**src/rtl/vend_pkg.sv**
```systemverilog
// Shared encodings for the change-return hopper sequencer: state codes,
// coin select codes and the coin values behind them.
package vend_pkg;

    localparam logic [2:0] ST_IDLE     = 3'd0;
    localparam logic [2:0] ST_CALC     = 3'd1;
    localparam logic [2:0] ST_CHECK    = 3'd2;
    localparam logic [2:0] ST_WAIT_ACK = 3'd3;
    localparam logic [2:0] ST_WAIT_REL = 3'd4;
    localparam logic [2:0] ST_DONE     = 3'd5;
    localparam logic [2:0] ST_FAULT    = 3'd6;

    typedef enum logic [2:0] {
        S_IDLE     = ST_IDLE,
        S_CALC     = ST_CALC,
        S_CHECK    = ST_CHECK,
        S_WAIT_ACK = ST_WAIT_ACK,
        S_WAIT_REL = ST_WAIT_REL,
        S_DONE     = ST_DONE,
        S_FAULT    = ST_FAULT
    } state_t;

    localparam logic [1:0] COIN_NONE = 2'b00;
    localparam logic [1:0] COIN_1    = 2'b01;
    localparam logic [1:0] COIN_5    = 2'b10;
    localparam logic [1:0] COIN_10   = 2'b11;

    localparam logic [4:0] DENOM_1   = 5'd1;
    localparam logic [4:0] DENOM_5   = 5'd5;
    localparam logic [4:0] DENOM_10  = 5'd10;
    localparam logic [4:0] COUNT_MAX = 5'd31;

    function automatic logic [4:0] denom_of(input logic [1:0] sel);
        case (sel)
            COIN_10: denom_of = DENOM_10;
            COIN_5:  denom_of = DENOM_5;
            COIN_1:  denom_of = DENOM_1;
            default: denom_of = 5'd0;
        endcase
    endfunction

endpackage

```
**src/rtl/handshake_timer.sv**
```systemverilog
// Cycle counter used to bound each ack edge wait; parks at its terminal
// count so a stuck hopper keeps reporting the timeout instead of wrapping.
module handshake_timer #(
    parameter int TIMEOUT_CYC = 1024
) (
    input  logic clk,
    input  logic reset,
    input  logic clr,
    input  logic en,
    output logic tc
);

    localparam int CNT_W = (TIMEOUT_CYC > 2) ? $clog2(TIMEOUT_CYC) : 1;
    localparam logic [CNT_W-1:0] TC_VAL = CNT_W'(TIMEOUT_CYC - 1);

    logic [CNT_W-1:0] count_r;
    logic             tc_s;

    // terminal-count decode
    always_comb begin
        tc_s = (count_r == TC_VAL);
    end

    // counter register: clear wins over enable
    always_ff @(posedge clk or posedge reset) begin
        if (reset) begin
            count_r <= '0;
        end else if (clr) begin
            count_r <= '0;
        end else if (en && !tc_s) begin
            count_r <= count_r + CNT_W'(1);
        end else begin
            count_r <= count_r;
        end
    end

    assign tc = tc_s;

endmodule

```
**src/rtl/change_dispense_ctrl.sv**
```systemverilog
// Change-return sequencer: computes paid - price and issues it greedily as
// 10/5/1 coins, one four-phase req/ack handshake with the hopper per coin.
import vend_pkg::*;

module change_dispense_ctrl #(
    parameter int AMT_W       = 8,
    parameter int TIMEOUT_CYC = 1024
) (
    input  logic             clk,
    input  logic             reset,
    input  logic             start,
    input  logic [AMT_W-1:0] paid,
    input  logic [AMT_W-1:0] price,
    input  logic             clear,
    input  logic             coin_ack,
    output logic             coin_req,
    output logic [1:0]       coin_sel,
    output logic             busy,
    output logic             done,
    output logic             short_pay,
    output logic             jam,
    output logic [AMT_W-1:0] remaining,
    output logic [4:0]       coin_count
);

    state_t           state_r, state_s;
    logic [AMT_W-1:0] paid_r, paid_s;
    logic [AMT_W-1:0] price_r, price_s;
    logic [AMT_W-1:0] remaining_r, remaining_s;
    logic [4:0]       coin_count_r, coin_count_s;
    logic             coin_req_r, coin_req_s;
    logic [1:0]       coin_sel_r, coin_sel_s;
    logic             busy_r, busy_s;
    logic             done_r, done_s;
    logic             short_pay_r, short_pay_s;
    logic             jam_r, jam_s;
    logic             in_wait_s;
    logic             tmr_clr_s;
    logic             tmr_tc_s;

    handshake_timer #(
        .TIMEOUT_CYC(TIMEOUT_CYC)
    ) u_timer (
        .clk   (clk),
        .reset (reset),
        .clr   (tmr_clr_s),
        .en    (in_wait_s),
        .tc    (tmr_tc_s)
    );

    // next-state and next-output decode
    always_comb begin
        state_s      = state_r;
        paid_s       = paid_r;
        price_s      = price_r;
        remaining_s  = remaining_r;
        coin_count_s = coin_count_r;
        coin_req_s   = coin_req_r;
        coin_sel_s   = coin_sel_r;
        jam_s        = jam_r;
        done_s       = 1'b0;
        short_pay_s  = 1'b0;

        case (state_r)
            S_IDLE: begin
                if (start) begin
                    paid_s       = paid;
                    price_s      = price;
                    coin_count_s = 5'd0;
                    state_s      = S_CALC;
                end else begin
                    state_s = S_IDLE;
                end
            end
            S_CALC: begin
                if (paid_r < price_r) begin
                    short_pay_s = 1'b1;
                    done_s      = 1'b1;
                    remaining_s = '0;
                    state_s     = S_IDLE;
                end else begin
                    remaining_s = paid_r - price_r;
                    state_s     = S_CHECK;
                end
            end
            S_CHECK: begin
                if (remaining_r == '0) begin
                    state_s = S_DONE;
                end else begin
                    if (remaining_r >= AMT_W'(DENOM_10)) begin
                        coin_sel_s = COIN_10;
                    end else if (remaining_r >= AMT_W'(DENOM_5)) begin
                        coin_sel_s = COIN_5;
                    end else begin
                        coin_sel_s = COIN_1;
                    end
                    coin_req_s = 1'b1;
                    state_s    = S_WAIT_ACK;
                end
            end
            S_WAIT_ACK: begin
                // an ack arriving on the terminal-count cycle still counts
                if (coin_ack) begin
                    remaining_s  = remaining_r - AMT_W'(denom_of(coin_sel_r));
                    coin_count_s = (coin_count_r == COUNT_MAX) ? COUNT_MAX
                                                               : coin_count_r + 5'd1;
                    coin_req_s   = 1'b0;
                    state_s      = S_WAIT_REL;
                end else if (tmr_tc_s) begin
                    coin_req_s = 1'b0;
                    coin_sel_s = COIN_NONE;
                    jam_s      = 1'b1;
                    state_s    = S_FAULT;
                end else begin
                    state_s = S_WAIT_ACK;
                end
            end
            S_WAIT_REL: begin
                if (!coin_ack) begin
                    coin_sel_s = COIN_NONE;
                    state_s    = S_CHECK;
                end else if (tmr_tc_s) begin
                    coin_req_s = 1'b0;
                    coin_sel_s = COIN_NONE;
                    jam_s      = 1'b1;
                    state_s    = S_FAULT;
                end else begin
                    state_s = S_WAIT_REL;
                end
            end
            S_DONE: begin
                done_s  = 1'b1;
                state_s = S_IDLE;
            end
            S_FAULT: begin
                coin_req_s = 1'b0;
                coin_sel_s = COIN_NONE;
                if (clear) begin
                    jam_s   = 1'b0;
                    state_s = S_IDLE;
                end else begin
                    jam_s   = 1'b1;
                    state_s = S_FAULT;
                end
            end
            default: begin
                coin_req_s = 1'b0;
                coin_sel_s = COIN_NONE;
                jam_s      = 1'b0;
                state_s    = S_IDLE;
            end
        endcase

        busy_s = (state_s != S_IDLE);
    end

    // handshake timer control: restart on every state change
    always_comb begin
        in_wait_s = (state_r == S_WAIT_ACK) || (state_r == S_WAIT_REL);
        tmr_clr_s = (state_s != state_r) || !in_wait_s;
    end

    // state and output registers
    always_ff @(posedge clk or posedge reset) begin
        if (reset) begin
            state_r      <= S_IDLE;
            paid_r       <= '0;
            price_r      <= '0;
            remaining_r  <= '0;
            coin_count_r <= 5'd0;
            coin_req_r   <= 1'b0;
            coin_sel_r   <= COIN_NONE;
            busy_r       <= 1'b0;
            done_r       <= 1'b0;
            short_pay_r  <= 1'b0;
            jam_r        <= 1'b0;
        end else begin
            state_r      <= state_s;
            paid_r       <= paid_s;
            price_r      <= price_s;
            remaining_r  <= remaining_s;
            coin_count_r <= coin_count_s;
            coin_req_r   <= coin_req_s;
            coin_sel_r   <= coin_sel_s;
            busy_r       <= busy_s;
            done_r       <= done_s;
            short_pay_r  <= short_pay_s;
            jam_r        <= jam_s;
        end
    end

    assign coin_req   = coin_req_r;
    assign coin_sel   = coin_sel_r;
    assign busy       = busy_r;
    assign done       = done_r;
    assign short_pay  = short_pay_r;
    assign jam        = jam_r;
    assign remaining  = remaining_r;
    assign coin_count = coin_count_r;

endmodule
```
**config.mk**
```make
export PLATFORM = sky130hd
export DESIGN_NAME = change_dispense_ctrl
export DESIGN_NICKNAME = d
export VERILOG_FILES = /design/src/rtl/vend_pkg.sv /design/src/rtl/handshake_timer.sv /design/src/rtl/change_dispense_ctrl.sv
export SDC_FILE = /design/constraint.sdc
export NUM_CORES = 1
export LEC_CHECK = 0
export BUFFER_PORTS_ARGS = -buffer_cell sky130_fd_sc_hd__buf_2
export CAP_MARGIN = 30
export CORE_UTILIZATION = 35
export DETAILED_ROUTE_END_ITERATION = 12
export REMOVE_ABC_BUFFERS = 1
export SLEW_MARGIN = 5
export SYNTH_ARGS = -nofsm -noshare
export SYNTH_HDL_FRONTEND = slang
export SYNTH_SLANG_ARGS = --single-unit
```
**constraint.sdc**
```tcl
create_clock -name clk -period 6.8 [get_ports clk]
set_clock_uncertainty 0.15 [all_clocks]
set_input_delay 0.34 -clock clk [delete_from_list [all_inputs] [get_ports clk]]
set_output_delay 0.34 -clock clk [all_outputs]
set_load 0.02 [all_outputs]
```
==> reports/metrics.sh <==
CLK_TRANSITION_REPORTED_PATHS_NS=0.10
CELLPOWERDENSITY_mW_PER_MM2=483
DRT_PASS1_ITERATIONS=4
DIE_WIDTH_UM=94.0
PORT_BUFFERS=40
SYNTH_COMMONEST_CELLS='sky130_fd_sc_hd__dfrtp_1, sky130_fd_sc_hd__nor2_1, sky130_fd_sc_hd__a21oi_1, sky130_fd_sc_hd__inv_1, sky130_fd_sc_hd__nand2_1'
WORSTHOLDPATHCELLS=3
CRITICAL_PATH.STARTPOINT_TYPE='register'
SYNTH_TOP_FLOP_CELL='sky130_fd_sc_hd__dfrtp_1'
CRIT_FANOUT=5
CTS-BUFFERS-INSERTED=5
CELLLEAKAGEPOWER_nW=1.52
SETUP_TOTAL_NEGATIVE_SLACK_NS=0
ANT_NETS=0
DIEAREA_MM2=0.00884
R2R_START='paid_r[0]'
WORST-SLEW-PIN-TRANSITION_NS=0.578
ACHIEVABLE-FREQUENCY_MHz=399
POST-DP-HPWL_UM=4880
FINALINSTANCEAREA_MM2=0.00339
DRT-WIRELENGTH-PER-CELL_UM=13.8
TIMING.FINAL.CRIT_SHARE=0.368
DRC=0
PLACEDINSTANCEAREA_MM2=0.00329
SYNTH_LARGEST_TYPE_AREA_FRACTION=0.414
IO_PINS=41
YOSYS-TOP-CELLS-AREA='sky130_fd_sc_hd__dfrtp_1, sky130_fd_sc_hd__ha_1, sky130_fd_sc_hd__nor2_1'
WORSTSETUPENDPOINTTYPE='register'
HOLD_PATH_CLASS='input port to register'
NETLIST_INSTANCES=320
YOSYS_REGISTER_BITS=49
GRT_PASS1_VIAS=2345
DESIGN.CORE.AREA_MM2=0.00822
FINALSETUPVIOLCOUNT=0
WORST_PATH_REQUIRED_NS=6.90
REPORT.FINAL.SLEW_VIOL_COUNT=0
ROUTED-VIA-COUNT=2427
CRITICAL_PATH_CLASS='register to register'
CTS_TREE='done'
GP_ROUTABILITY_CONGESTION=0.798
DIODES=0
INITIAL_UTILIZATION=0.361
R2R-END='done'
GRT_FIRST_PASS_WIRELENGTH_UM=11000
RUN_STATUS='finished, final reports clean'
FINAL_CELLS=466
WORST_SETUP_SLACK_FOR_REGISTER_TO_REGISTER_PATHS_NS=4.30
POSTROUTEWIRELENGTH_UM=6440
AREA_GROWTH_SYN_TO_LAYOUT_PCT=14.5
FINALCRITICALPERIOD_NS=2.50
CLK_LAT_WORST_SKEW_NS=0.31
PLACED_CELLS=457
HEADROOM_TO_THE_MAX_SLEW_LIMIT=0.615
CP.ARRIVAL_NS=2.60
TIMING.HOLD.WORST_ENDPOINT='price_r[6]'
TOT_PWR_W=0.00164
SYNTH-ASYNC-RESET-RATIO=1.00
PEAKVDDDROP_mV=0.210
WORST-R2R-CELL-COUNT=9
SYNTH_EDF_COUNT=0
HOLD_VIOL_FINAL=0
CTS.PATH.MAX_BUFFERS=2
DRIVE_GT1_FRAC=0.180
ROUTED_VIAS_INST=5.21
YOSYS_WARNINGS=0
DETAILEDROUTE.FIRSTITERATIONVIOLATIONS=118
CTS_ROOT_BUF='sky130_fd_sc_hd__clkbuf_8'
WORST_HOLD_STARTPOINT='price[6]'
LAYOUT.FILLER_CELLS=824
ROWS=33
POST-SYNTH-TOP-COUNT-CELL='sky130_fd_sc_hd__dfrtp_1'
SYNTHDOMINANTAREACELLTYPE='sky130_fd_sc_hd__dfrtp_1'
GRT_START_MAX_NET_PINS=26
SEQ_AREA_FRAC_SYNTH=0.414
TIMING.MAX_CAP.VIOLATIONS=0
GLOBALROUTEOVERFLOWTOTAL=0
LAYOUT.NETS=399
SYNTH.AVG_CELL_AREA_UM2=9.26
GRT.TOTAL_USAGE=0.159
RSZ0062_AT_GRT='false'
CTS.SINKS=49
NUMBER_OF_H_TREE_BRANCHING_LEVELS=2
POST_SYNTH_INSTANCE_AREA_MM2=0.00296
ANTENNA_FOUND_INITIAL=0
YS_TYPES=63
CTS_SETUP_BUFFERS=0
FP.DIEH_UM=94.0
## repair_timing
action                                  in CTS  in global routing
gates resized for setup                      0                  0
hold endpoints to repair                    24                  0
endpoints found under the setup margin       0                  0
hold buffers                                 1                  0
## cell families (layout without fill, tap and decap cells)
kind of cell / after synthesis / after routing / share of synthesized area
xor gates and xnor gates: 12 / 12 / 0.0355
adders and majority gates: 18 / 18 / 0.0811
buffers and inverters: 35 / 76 / 0.0486
and+or+nand+nor: 112 / 112 / 0.201
DFF: 49 / 49 / 0.414
AOI/OAI and AO/OA: 85 / 85 / 0.186
muxes: 9 / 9 / 0.0338
## routing by layer
layer / wire (µm) / global-route usage
met4: 101 / 0.0474
met1: 3110 / 0.222
met3: 262 / 0.0316
met5: 0 / 0
met2: 2970 / 0.249
## layout by cell type (no fill, tap or decap), types with 10 or more instances in the layout
cell type                 synthesis  routed
sky130_fd_sc_hd__nand2_1         19      19
sky130_fd_sc_hd__inv_1           22      21
sky130_fd_sc_hd__nor2_1          35      35
sky130_fd_sc_hd__a21oi_1         22      22
sky130_fd_sc_hd__o21ai_1         16      16
sky130_fd_sc_hd__ha_1            16      16
sky130_fd_sc_hd__nand3_1         13      13
sky130_fd_sc_hd__dfrtp_1         49      49
sky130_fd_sc_hd__o21ai_0         10      10
sky130_fd_sc_hd__buf_2            6      40
## worst max-delay path, cell delays in order (launching register included)
cell                       delay [ns]
sky130_fd_sc_hd__dfrtp_1         0.37
sky130_fd_sc_hd__inv_1           0.07
sky130_fd_sc_hd__ha_1            0.17
sky130_fd_sc_hd__inv_1           0.06
sky130_fd_sc_hd__fa_1            0.42
sky130_fd_sc_hd__a211oi_2        0.22
sky130_fd_sc_hd__nor3_1          0.08
sky130_fd_sc_hd__or3_1           0.36
sky130_fd_sc_hd__a21oi_2         0.34
sky130_fd_sc_hd__o211a_1         0.19
## final cells by class
| type | instances | area [µm²] | share of cell area |
|---|---|---|---|
| clock buffer | 5 | 68.8 | 0.0203 |
| clock inverter | 3 | 21.3 | 0.00627 |
| inverter | 25 | 95.1 | 0.0280 |
| multi-input combinational | 236 | 1590 | 0.469 |
| sequential | 49 | 1230 | 0.361 |
| tap | 105 | 131 | 0.0387 |
| timing repair buffer | 43 | 258 | 0.0760 |
## worst max path at each step
stage / start / endpoint / slack, ns / depth (start not counted)
global placement: paid_r[0] / remaining[3] / 4.37 / 9
floorplan: coin_sel[1] / remaining[5] / 4.48 / 8
global route: paid_r[0] / done / 4.18 / 9
CTS: paid_r[0] / short_pay / 4.30 / 9
finish: paid_r[0] / done / 4.30 / 9
detailed placement: paid_r[0] / short_pay / 4.33 / 9
## registers in the layout, summed over array words and instances, names as in the netlist
signal,flops
coin_count,5
jam,1
state_r,3
coin_req,1
u_timer.count_r,10
short_pay,1
done,1
busy,1
paid_r,8
coin_sel,2
remaining,8
price_r,8
## where the power goes
part           internal (W)  switching, W  leakage (nW)
combinational      0.000412      0.000547         0.845
sequential         0.000391      0.000110         0.629
clock             0.0000733      0.000106        0.0445
total              0.000876      0.000763          1.52
## metrics by stage
stage	hold WS (ns)	util	worst slack, ns
final	0.0963	0.413	4.30
after floorplan	0.312	-	4.48
after global placement	0.328	0.395	4.37
after detailed placement	0.284	0.401	4.33
after CTS	0.0894	0.413	4.30
after global routing	0.0954	0.413	4.18
(Power assumes the default switching activity.)
